<file path="config.mk">
export PLATFORM = sky130hd
export DESIGN_NAME = regfile_2w2r
export DESIGN_NICKNAME = d
export VERILOG_FILES = /design/src/rtl/regfile_pkg.sv /design/src/rtl/regfile_read_port.sv /design/src/rtl/regfile_2w2r.sv
export SDC_FILE = /design/constraint.sdc
export NUM_CORES = 1
export LEC_CHECK = 0
export CORE_MARGIN = 2
export CORE_UTILIZATION = 30
export DETAILED_ROUTE_END_ITERATION = 16
export GPL_TIMING_DRIVEN = 1
export PLACE_DENSITY_LB_ADDON = 0.2
export SLEW_MARGIN = 20
export SYNTH_ARGS = -nofsm -noshare
export SYNTH_HDL_FRONTEND = slang
export SYNTH_SLANG_ARGS = --single-unit
</file>
<file path="constraint.sdc">
create_clock -name clk -period 4.7 [get_ports clk]
set_input_delay 1.41 -clock clk [delete_from_list [all_inputs] [get_ports clk]]
set_output_delay 1.41 -clock clk [all_outputs]
set_load 0.05 [all_outputs]
</file>
<file path="src/rtl/regfile_pkg.sv">
// rtl/regfile_pkg.sv - shared constants and types for the 2-write/2-read register file
//
// Purpose:
//   Default geometry, the zero-register address, and the write-request shape shared by
//   the register file top and its read ports.
// Contents:
//   DEFAULT_DATA_W  default register width in bits
//   DEFAULT_ADDR_W  default address width (depth = 2**ADDR_W)
//   ZERO_ADDR       address of the hardwired zero register
//   regfile_wreq_t  write request {we, waddr, wdata} at default widths
package regfile_pkg;

  localparam int DEFAULT_DATA_W = 16;
  localparam int DEFAULT_ADDR_W = 3;
  localparam int ZERO_ADDR      = 0;

  typedef struct packed {
    logic                      we;
    logic [DEFAULT_ADDR_W-1:0] waddr;
    logic [DEFAULT_DATA_W-1:0] wdata;
  } regfile_wreq_t;

endpackage

</file>
<file path="src/rtl/regfile_read_port.sv">
// rtl/regfile_read_port.sv - one combinational read port of the register file
//
// Purpose:
//   Selects one storage entry, masks the zero register, and (when REGFILE_BYPASS_EN is
//   defined) forwards same-cycle write data to the reader.
// Ports:
//   rst     in   1                  reset; suppresses bypass while high
//   mem     in   DEPTH x DATA_W     flattened storage array
//   raddr   in   ADDR_W             read address
//   we0/1   in   1                  write enables of the two write ports
//   waddr0/1 in  ADDR_W             write addresses
//   wdata0/1 in  DATA_W             write data
//   rdata   out  DATA_W             read data, 0-cycle latency
// Configuration macro: REGFILE_BYPASS_EN
module regfile_read_port
  import regfile_pkg::*;
#(
  parameter int DATA_W   = DEFAULT_DATA_W,
  parameter int ADDR_W   = DEFAULT_ADDR_W,
  parameter int ZERO_REG = 1,
  parameter int DEPTH    = 2 ** ADDR_W
) (
  input  logic                          rst,
  input  logic [DEPTH-1:0][DATA_W-1:0]  mem,
  input  logic [ADDR_W-1:0]             raddr,
  input  logic                          we0,
  input  logic [ADDR_W-1:0]             waddr0,
  input  logic [DATA_W-1:0]             wdata0,
  input  logic                          we1,
  input  logic [ADDR_W-1:0]             waddr1,
  input  logic [DATA_W-1:0]             wdata1,
  output logic [DATA_W-1:0]             rdata
);

  logic is_zero;
  assign is_zero = (ZERO_REG != 0) && (raddr == ADDR_W'(ZERO_ADDR));

`ifdef REGFILE_BYPASS_EN
  always_comb begin
    rdata = mem[raddr];
    // Port 1 is checked first so a double match forwards wdata1, matching the
    // storage collision rule.
    if (!rst) begin
      if (we1 && (waddr1 == raddr)) begin
        rdata = wdata1;
      end else if (we0 && (waddr0 == raddr)) begin
        rdata = wdata0;
      end
    end
    // Masking last keeps the zero register at 0 even when a write to it is forwarded.
    if (is_zero) begin
      rdata = '0;
    end
  end
`else
  // Without forwarding the write-side inputs are intentionally ignored.
  logic unused_wr;
  assign unused_wr = ^{rst, we0, waddr0, wdata0, we1, waddr1, wdata1};

  always_comb begin
    rdata = mem[raddr];
    if (is_zero) begin
      rdata = '0;
    end
  end
`endif

endmodule

</file>
<file path="src/rtl/regfile_2w2r.sv">
// rtl/regfile_2w2r.sv - parametrised register file, 2 sync write ports, 2 async read ports
//
// Purpose:
//   Holds the storage array and the write/collision logic; reads go through two
//   regfile_read_port instances. Async active-high reset clears every entry.
// Ports:
//   clk              in   1       write clock (rising edge)
//   rst              in   1       asynchronous active-high reset
//   raddr1/raddr2    in   ADDR_W  read addresses
//   rdata1/rdata2    out  DATA_W  combinational read data
//   we0/waddr0/wdata0 in          write port 0
//   we1/waddr1/wdata1 in          write port 1 (wins on same-address collision)
// Configuration macro: REGFILE_BYPASS_EN (same-cycle write-to-read forwarding)
module regfile_2w2r
  import regfile_pkg::*;
#(
  parameter int DATA_W   = DEFAULT_DATA_W,
  parameter int ADDR_W   = DEFAULT_ADDR_W,
  parameter int ZERO_REG = 1
) (
  input  logic              clk,
  input  logic              rst,
  input  logic [ADDR_W-1:0] raddr1,
  input  logic [ADDR_W-1:0] raddr2,
  output logic [DATA_W-1:0] rdata1,
  output logic [DATA_W-1:0] rdata2,
  input  logic              we0,
  input  logic [ADDR_W-1:0] waddr0,
  input  logic [DATA_W-1:0] wdata0,
  input  logic              we1,
  input  logic [ADDR_W-1:0] waddr1,
  input  logic [DATA_W-1:0] wdata1
);

  localparam int DEPTH = 2 ** ADDR_W;

  typedef struct packed {
    logic              we;
    logic [ADDR_W-1:0] waddr;
    logic [DATA_W-1:0] wdata;
  } wreq_t;

  logic [DEPTH-1:0][DATA_W-1:0] mem;
  wreq_t wr0, wr1;
  logic  do_wr0, do_wr1;

  assign wr0 = '{we: we0, waddr: waddr0, wdata: wdata0};
  assign wr1 = '{we: we1, waddr: waddr1, wdata: wdata1};

  // Writes to the zero register are dropped so it never leaves its reset value.
  assign do_wr0 = wr0.we && !((ZERO_REG != 0) && (wr0.waddr == ADDR_W'(ZERO_ADDR)));
  assign do_wr1 = wr1.we && !((ZERO_REG != 0) && (wr1.waddr == ADDR_W'(ZERO_ADDR)));

  always_ff @(posedge clk or posedge rst) begin
    if (rst) begin
      mem <= '0;
    end else begin
      // Port 1 is assigned after port 0, so on an address collision its value lands.
      if (do_wr0) begin
        mem[wr0.waddr] <= wr0.wdata;
      end
      if (do_wr1) begin
        mem[wr1.waddr] <= wr1.wdata;
      end
    end
  end

  regfile_read_port #(
    .DATA_W   (DATA_W),
    .ADDR_W   (ADDR_W),
    .ZERO_REG (ZERO_REG),
    .DEPTH    (DEPTH)
  ) u_rd1 (
    .rst    (rst),
    .mem    (mem),
    .raddr  (raddr1),
    .we0    (we0),
    .waddr0 (waddr0),
    .wdata0 (wdata0),
    .we1    (we1),
    .waddr1 (waddr1),
    .wdata1 (wdata1),
    .rdata  (rdata1)
  );

  regfile_read_port #(
    .DATA_W   (DATA_W),
    .ADDR_W   (ADDR_W),
    .ZERO_REG (ZERO_REG),
    .DEPTH    (DEPTH)
  ) u_rd2 (
    .rst    (rst),
    .mem    (mem),
    .raddr  (raddr2),
    .we0    (we0),
    .waddr0 (waddr0),
    .wdata0 (wdata0),
    .we1    (we1),
    .waddr1 (waddr1),
    .wdata1 (wdata1),
    .rdata  (rdata2)
  );

endmodule
</file>
==> impl_metrics.py, run 1 <==
metrics = {
    "clock_tree": {
        "cts_setup_buffers": 0,
        "htree_num_levels": 3,
        "cts_root_buf": "clkbuf_16",
        "numCtsBuffers": 9,
        "ctsHoldBuffers": 0,
        "cts_max_path_buffers": 2,
        "cts_tree": "built",
        "cts_resized": 0,
        "clock_sinks": 112,
        "clock_latency_ns": 0.35,
        "cts.clk_slew.worst_paths_ns": 0.07,
    },
    "sta": {
        "max_freq_mhz": 216,
        "drv_slew": 0,
        "rsz0062_at_grt": "false",
        "fin_setup_tns_ns": 0,
        "hold_violations": 0,
        "finClkSkew_ns": 0,
        "final-setup-viol-count": 0,
        "worstMarginPinSlew_ns": 0.844,
        "min_period_ns": 4.62,
        "max_slew_margin_pct": 43.7,
        "fin_crit_sh_pct": 98.3,
    },
    "routing": {
        "via_per_inst": 5.35,
        "num_vias": 5717,
        "routedWlPerCell_um": 22.2,
        "routed_wl_um": 23700,
        "ant_nets": 0,
        "drtIter0Drc": 527,
        "drc": 0,
        "dr.pass1.iters": 6,
    },
    "run": {
        "drv_cap": 0,
    },
    "logic_synthesis": {
        "ys_warn_count": 0,
        "syn_inst": 685,
        "syn_avg_cell_area_um2": 10.4,
        "synthesis.nets": 733,
        "synth-xor-area-share_pct": 0,
        "synthSimpleGateAreaFrac_pct": 9.11,
        "synth_area_um2": 7100,
        "synth_compound_gate_area_share_pct": 13.8,
        "synth_top_family_by_area": "multiplexers",
        "synthAdderAreaFrac_pct": 0,
        "yosysUniqueCellTypes": 25,
        "ys_ff_latch": 112,
        "synth_mux_area_share_pct": 31.0,
        "seq_area_frac_synth_pct": 39.5,
    },
    "global_route": {
        "grt_pass1_vias": 5932,
        "overflow": 0,
        "track_usage_pct": 19.7,
        "grt_pass1_wl_um": 36600,
        "grt_max_degree": 76,
        "antenna_found_initial": 0,
    },
    "power": {
        "power.leakage_nw": 3.77,
        "p_per_area_nw_per_um2": 389,
        "totalPowerFinal_w": 0.00342,
        "ir_drop_uv": 150,
    },
    "final_layout": {
        "reg_top3": "mem: 112 flops",
        "final_area_um2": 8800,
        "instances_no_fill": 1068,
        "syn2layout_area_growth_pct": 23.8,
        "largest_register_ffs": 112,
        "drive_gt1_share_pct": 20.1,
        "final_cell_mix": "mux2i_1 (112), dfrtp_1 (112), a21oi_1 (75), nand2_1 (66), nor2_1 (64)",
        "largest_register": "mem",
        "final_nets": 791,
        "finalCoreUtilization_pct": 37.7,
    },
    "status": {
        "outcome": "completed",
    },
    "placement": {
        "dpl_cell_area_um2": 8470,
        "gp_congestion": 0.792,
        "dp.cells": 1051,
        "port_buffers": 79,
        "hpwlAfterDp_um": 15300,
    },
    "floorplan": {
        "die_width_um": 158,
        "coreArea_um2": 23300,
        "die_h_um": 158,
        "rows": 56,
        "fp.dieArea_um2": 24900,
        "start_util_pct": 30.4,
        "ioPinCount": 80,
    },
    "setup_path": {
        "worst_ep_required_time_ns": 3.29,
        "start_kind": "input pin",
        "critical_path_arrival_ns": 3.21,
        "critPathMaxFanout": 29,
        "crit_path_end_kind": "output pin",
        "worstSetupPathType": "in2out",
    },
    "hold_path": {
        "hold_class": "reg2reg",
    },
}
-- worst paths after layout --
kind	cells past startpoint	end	startpoint	slack, ns
max	7	rdata1[14]	raddr1[1]	0.08
min	2	mem[76]	mem[76]	0.58
max reg2reg	2	mem[68]	mem[68]	3.89
min reg2reg	2	mem[76]	mem[76]	0.58
max in group asynchronous	3	mem[28]	rst	2.44
min in group asynchronous	2	mem[97]	rst	1.45
-- power by group --
part / switching [W] / internal, W / leakage [nW]
Clock: 0.000367 / 0.000442 / 0.148
Sequential: 0.000177 / 0.00118 / 1.31
Combinational: 0.000632 / 0.000628 / 2.31
-- worst max-delay path: stages --
cell and delay, ns:
clkdlybuf4s50_1 0.51, buf_12 0.23, nor2b_1 0.20, buf_4 0.20, a22oi_1 0.10, o21ai_1 0.35, buf_12 0.19
-- Yosys cell counts --
cell type,n,area (um^2)
nor2_1,64,240
clkbuf_1,28,105
buf_2,8,40.0
and4bb_2,3,37.5
mux2_2,32,360
clkbuf_2,1,5.00
buf_12,3,60.1
buf_1,1,3.75
nand2_1,66,248
buf_4,3,22.5
a22oi_1,18,135
and4bb_1,3,37.5
a221oi_1,14,123
o21ai_0,21,105
o21ai_1,45,225
nor2b_1,2,12.5
a21oi_1,78,390
nand4_1,1,6.26
mux2i_1,112,1120
dfrtp_1,112,2800
buf_6,16,180
nand4b_1,6,52.6
inv_1,15,56.3
mux4_2,32,721
nand4_2,1,12.5
-- stage by stage --
stage	setup slack, ns	hold WS (ns)
after global placement	0.0196	0.549
after floorplan	0.206	0.528
final	0.0802	0.577
after detailed placement	0.0302	0.561
after global routing	0.000851	0.626
after CTS	0.0115	0.582
-- cell families (layout without fill, tap and decap cells) --
logic type,count (synthesis),count (layout)
other,0,1
DFF,112,112
muxes,176,176
buffers and inverters,75,138
and+or+nand+nor,146,146
AOI/OAI and AO/OA,176,176
-- final cells by class --
cell class | instances | area (um^2)
diodes | 1 | 2.50
clock buffers | 11 | 253
clock inverters | 5 | 55.1
fillers | 2260 | 14500
inverters | 15 | 58.8
multi-input cells | 498 | 3840
flip-flops and latches | 112 | 2800
well taps | 319 | 399
repair buffers | 107 | 1390
-- routing by layer --
metal | part of all wire [%] | track usage [%]
met3 | 4.8 | 2.49
met5 | 0 | 0
met4 | 2.2 | 7.23
met2 | 49 | 33.6
met1 | 44 | 25.7
Power figures use the tool's default switching activity.
==> run 2, diff against run 1 <==
- ABC_CLOCK_PERIOD_IN_PS: default -> 4700
==> results of run 2 <==
The final DEF is identical to that of run 1; final timing and power are the same.
==> run 3, diff against run 2 <==
- CORE_UTILIZATION: 30 -> 57
==> run 3 against run 2 <==
  * Design area down 2.6%
  * Combinational power about the same
  * Via count up 2.3%
  * Clock power down 9.7%
  * Sequential share of layout area up 0.85 points
  * Routed wire length down 12%
  * Non-clock buffer count up 3
  * Die area down 46%
  * Worst setup slack worse by 0.017 ns
  * Critical endpoint is now rdata1[6]
  * Power down 2.5%
  * Largest power group unchanged
  * Utilization up 33 points
  * Maximum frequency down 0.36%
  * Critical path type unchanged
==> impl_metrics.py, run 3 (same netlist as run 1, synthesis figures left out) <==
metrics = {
    "status": {
        "outcome": "completed",
    },
    "final_layout": {
        "final_cell_mix": "mux2i_1 (112), dfrtp_1 (112), a21oi_1 (78), nand2_1 (66), nor2_1 (64)",
        "multi_input_area_um2": 3830,
        "reg_top3": "mem: 112 flops",
        "largest_register": "mem",
        "n_antenna_cell": 0,
        "largest_register_ffs": 112,
        "syn2layout_area_growth_pct": 20.6,
        "ff_latch_area_um2": 2800,
        "drive_gt1_share_pct": 19.9,
        "final_nets": 794,
        "nFillCells": 895,
    },
    "sta": {
        "hold_violations": 0,
        "final-setup-viol-count": 0,
        "fin_setup_tns_ns": 0,
        "min_period_ns": 4.64,
        "drv_slew": 0,
        "worstMarginPinSlew_ns": 0.779,
        "max_freq_mhz": 216,
        "finClkSkew_ns": 0,
        "fin_crit_sh_pct": 98.7,
        "setup_ws_ns": 0.0633,
        "max_slew_margin_pct": 48.1,
        "rsz0062_at_grt": "false",
    },
    "power": {
        "p_per_area_nw_per_um2": 389,
        "ir_drop_uv": 248,
        "power.leakage_nw": 3.76,
    },
    "clock_tree": {
        "cts_tree": "built",
        "cts_max_path_buffers": 2,
        "ctsHoldBuffers": 0,
        "htree_num_levels": 3,
        "clock_sinks": 112,
        "cts_resized": 0,
        "cts.clk_slew.worst_paths_ns": 0.07,
        "cts_setup_buffers": 0,
        "cts_root_buf": "clkbuf_16",
        "numCtsBuffers": 9,
        "clock_latency_ns": 0.36,
    },
    "routing": {
        "routed_wl_um": 20700,
        "drtIter0Drc": 706,
        "dr.pass1.iters": 5,
        "via_per_inst": 6.37,
        "drc": 0,
        "num_vias": 5846,
        "routedWlPerCell_um": 22.6,
        "ant_nets": 0,
    },
    "floorplan": {
        "coreArea_um2": 12100,
        "ioPinCount": 80,
        "start_util_pct": 58.6,
        "die_width_um": 116,
        "rows": 40,
        "fp.dieArea_um2": 13400,
        "die_h_um": 116,
    },
    "setup_path": {
        "slowest_delay_ns": 0.66,
        "critPathTopFamily": "buffers and inverters",
        "worst_ep_required_time_ns": 3.29,
        "path_cells": "clkdlybuf4s50_1 -> buf_4 -> mux2_2 -> a221oi_1 -> a21oi_1 -> buf_12",
        "slowest_stage": "clkdlybuf4s50_1",
        "critPathMaxFanout": 7,
        "crit_path_end_kind": "output pin",
        "start_kind": "input pin",
        "critical_path_arrival_ns": 3.23,
        "cp_num_buf_inv": 3,
        "worstSetupPathType": "in2out",
    },
    "placement": {
        "post-place-ws_ns": 0.0739,
        "port_buffers": 79,
        "gp_congestion": 0.855,
        "hpwlAfterDp_um": 13600,
    },
    "global_route": {
        "grt_pass1_vias": 5958,
        "grt_max_degree": 57,
        "overflow": 0,
        "antenna_found_initial": 0,
        "grt_pass1_wl_um": 32800,
        "track_usage_pct": 32.9,
    },
    "hold_path": {
        "hold_class": "reg2reg",
    },
    "run": {
        "drv_cap": 0,
    },
}
## run 3: cell type report
class                      count  share of cell area (%)
timing repair buffer         110                    16.3
tap                          168                    2.45
clock buffer                  10                    2.79
clock inverter                 5                   0.394
inverter                      15                   0.686
sequential                   112                    32.7
multi-input combinational    498                    44.7
## run 3: worst paths after layout
check                          start        end  slack [ns]  cells after the start
setup / recovery           raddr1[1]  rdata1[6]        0.06                      6
hold / removal               mem[75]    mem[75]        0.58                      2
setup reg to reg             mem[19]    mem[19]        3.90                      2
hold reg to reg              mem[75]    mem[75]        0.58                      2
max in group asynchronous        rst   mem[116]        2.29                      3
min in group asynchronous        rst    mem[93]        1.52                      2
## run 3: power by group
part | total [W] | leakage (nW) | internal (W) | switching (W)
combinational | 0.00125 | 2.32 | 0.000627 | 0.000627
sequential | 0.00135 | 1.31 | 0.00118 | 0.000175
clock | 0.000730 | 0.130 | 0.000370 | 0.000360
## run 3: per-layer routing
metal | vias up | global-route usage, % | part of all wire (%)
li1 | 2615 | - | -
met1 | 2923 | 46.3 | 42
met2 | 257 | 51.9 | 49
met3 | 51 | 6.43 | 6.6
met4 | 0 | 10.8 | 2.8
met5 | - | 0 | 0
## run 3: per-stage QoR
step | std cells | util [%] | instance area [um^2] | total power [W] | hold slack (ns)
after CTS | 918 | 70.7 | 8570 | 0.00334 | 0.580
after floorplan | 685 | - | 7100 | 0.00209 | 0.528
after global placement | 903 | 68.5 | 8300 | 0.00257 | 0.546
final | 918 | 70.7 | 8570 | 0.00334 | 0.578
after global routing | 918 | 70.7 | 8570 | 0.00349 | 0.602
after detailed placement | 903 | 68.5 | 8300 | 0.00262 | 0.564
## run 3: tightest hold or removal path: stages, from the launching register on
cell and delay, ns:
dfrtp_1 0.36, mux2i_1 0.07, o21ai_1 0.11
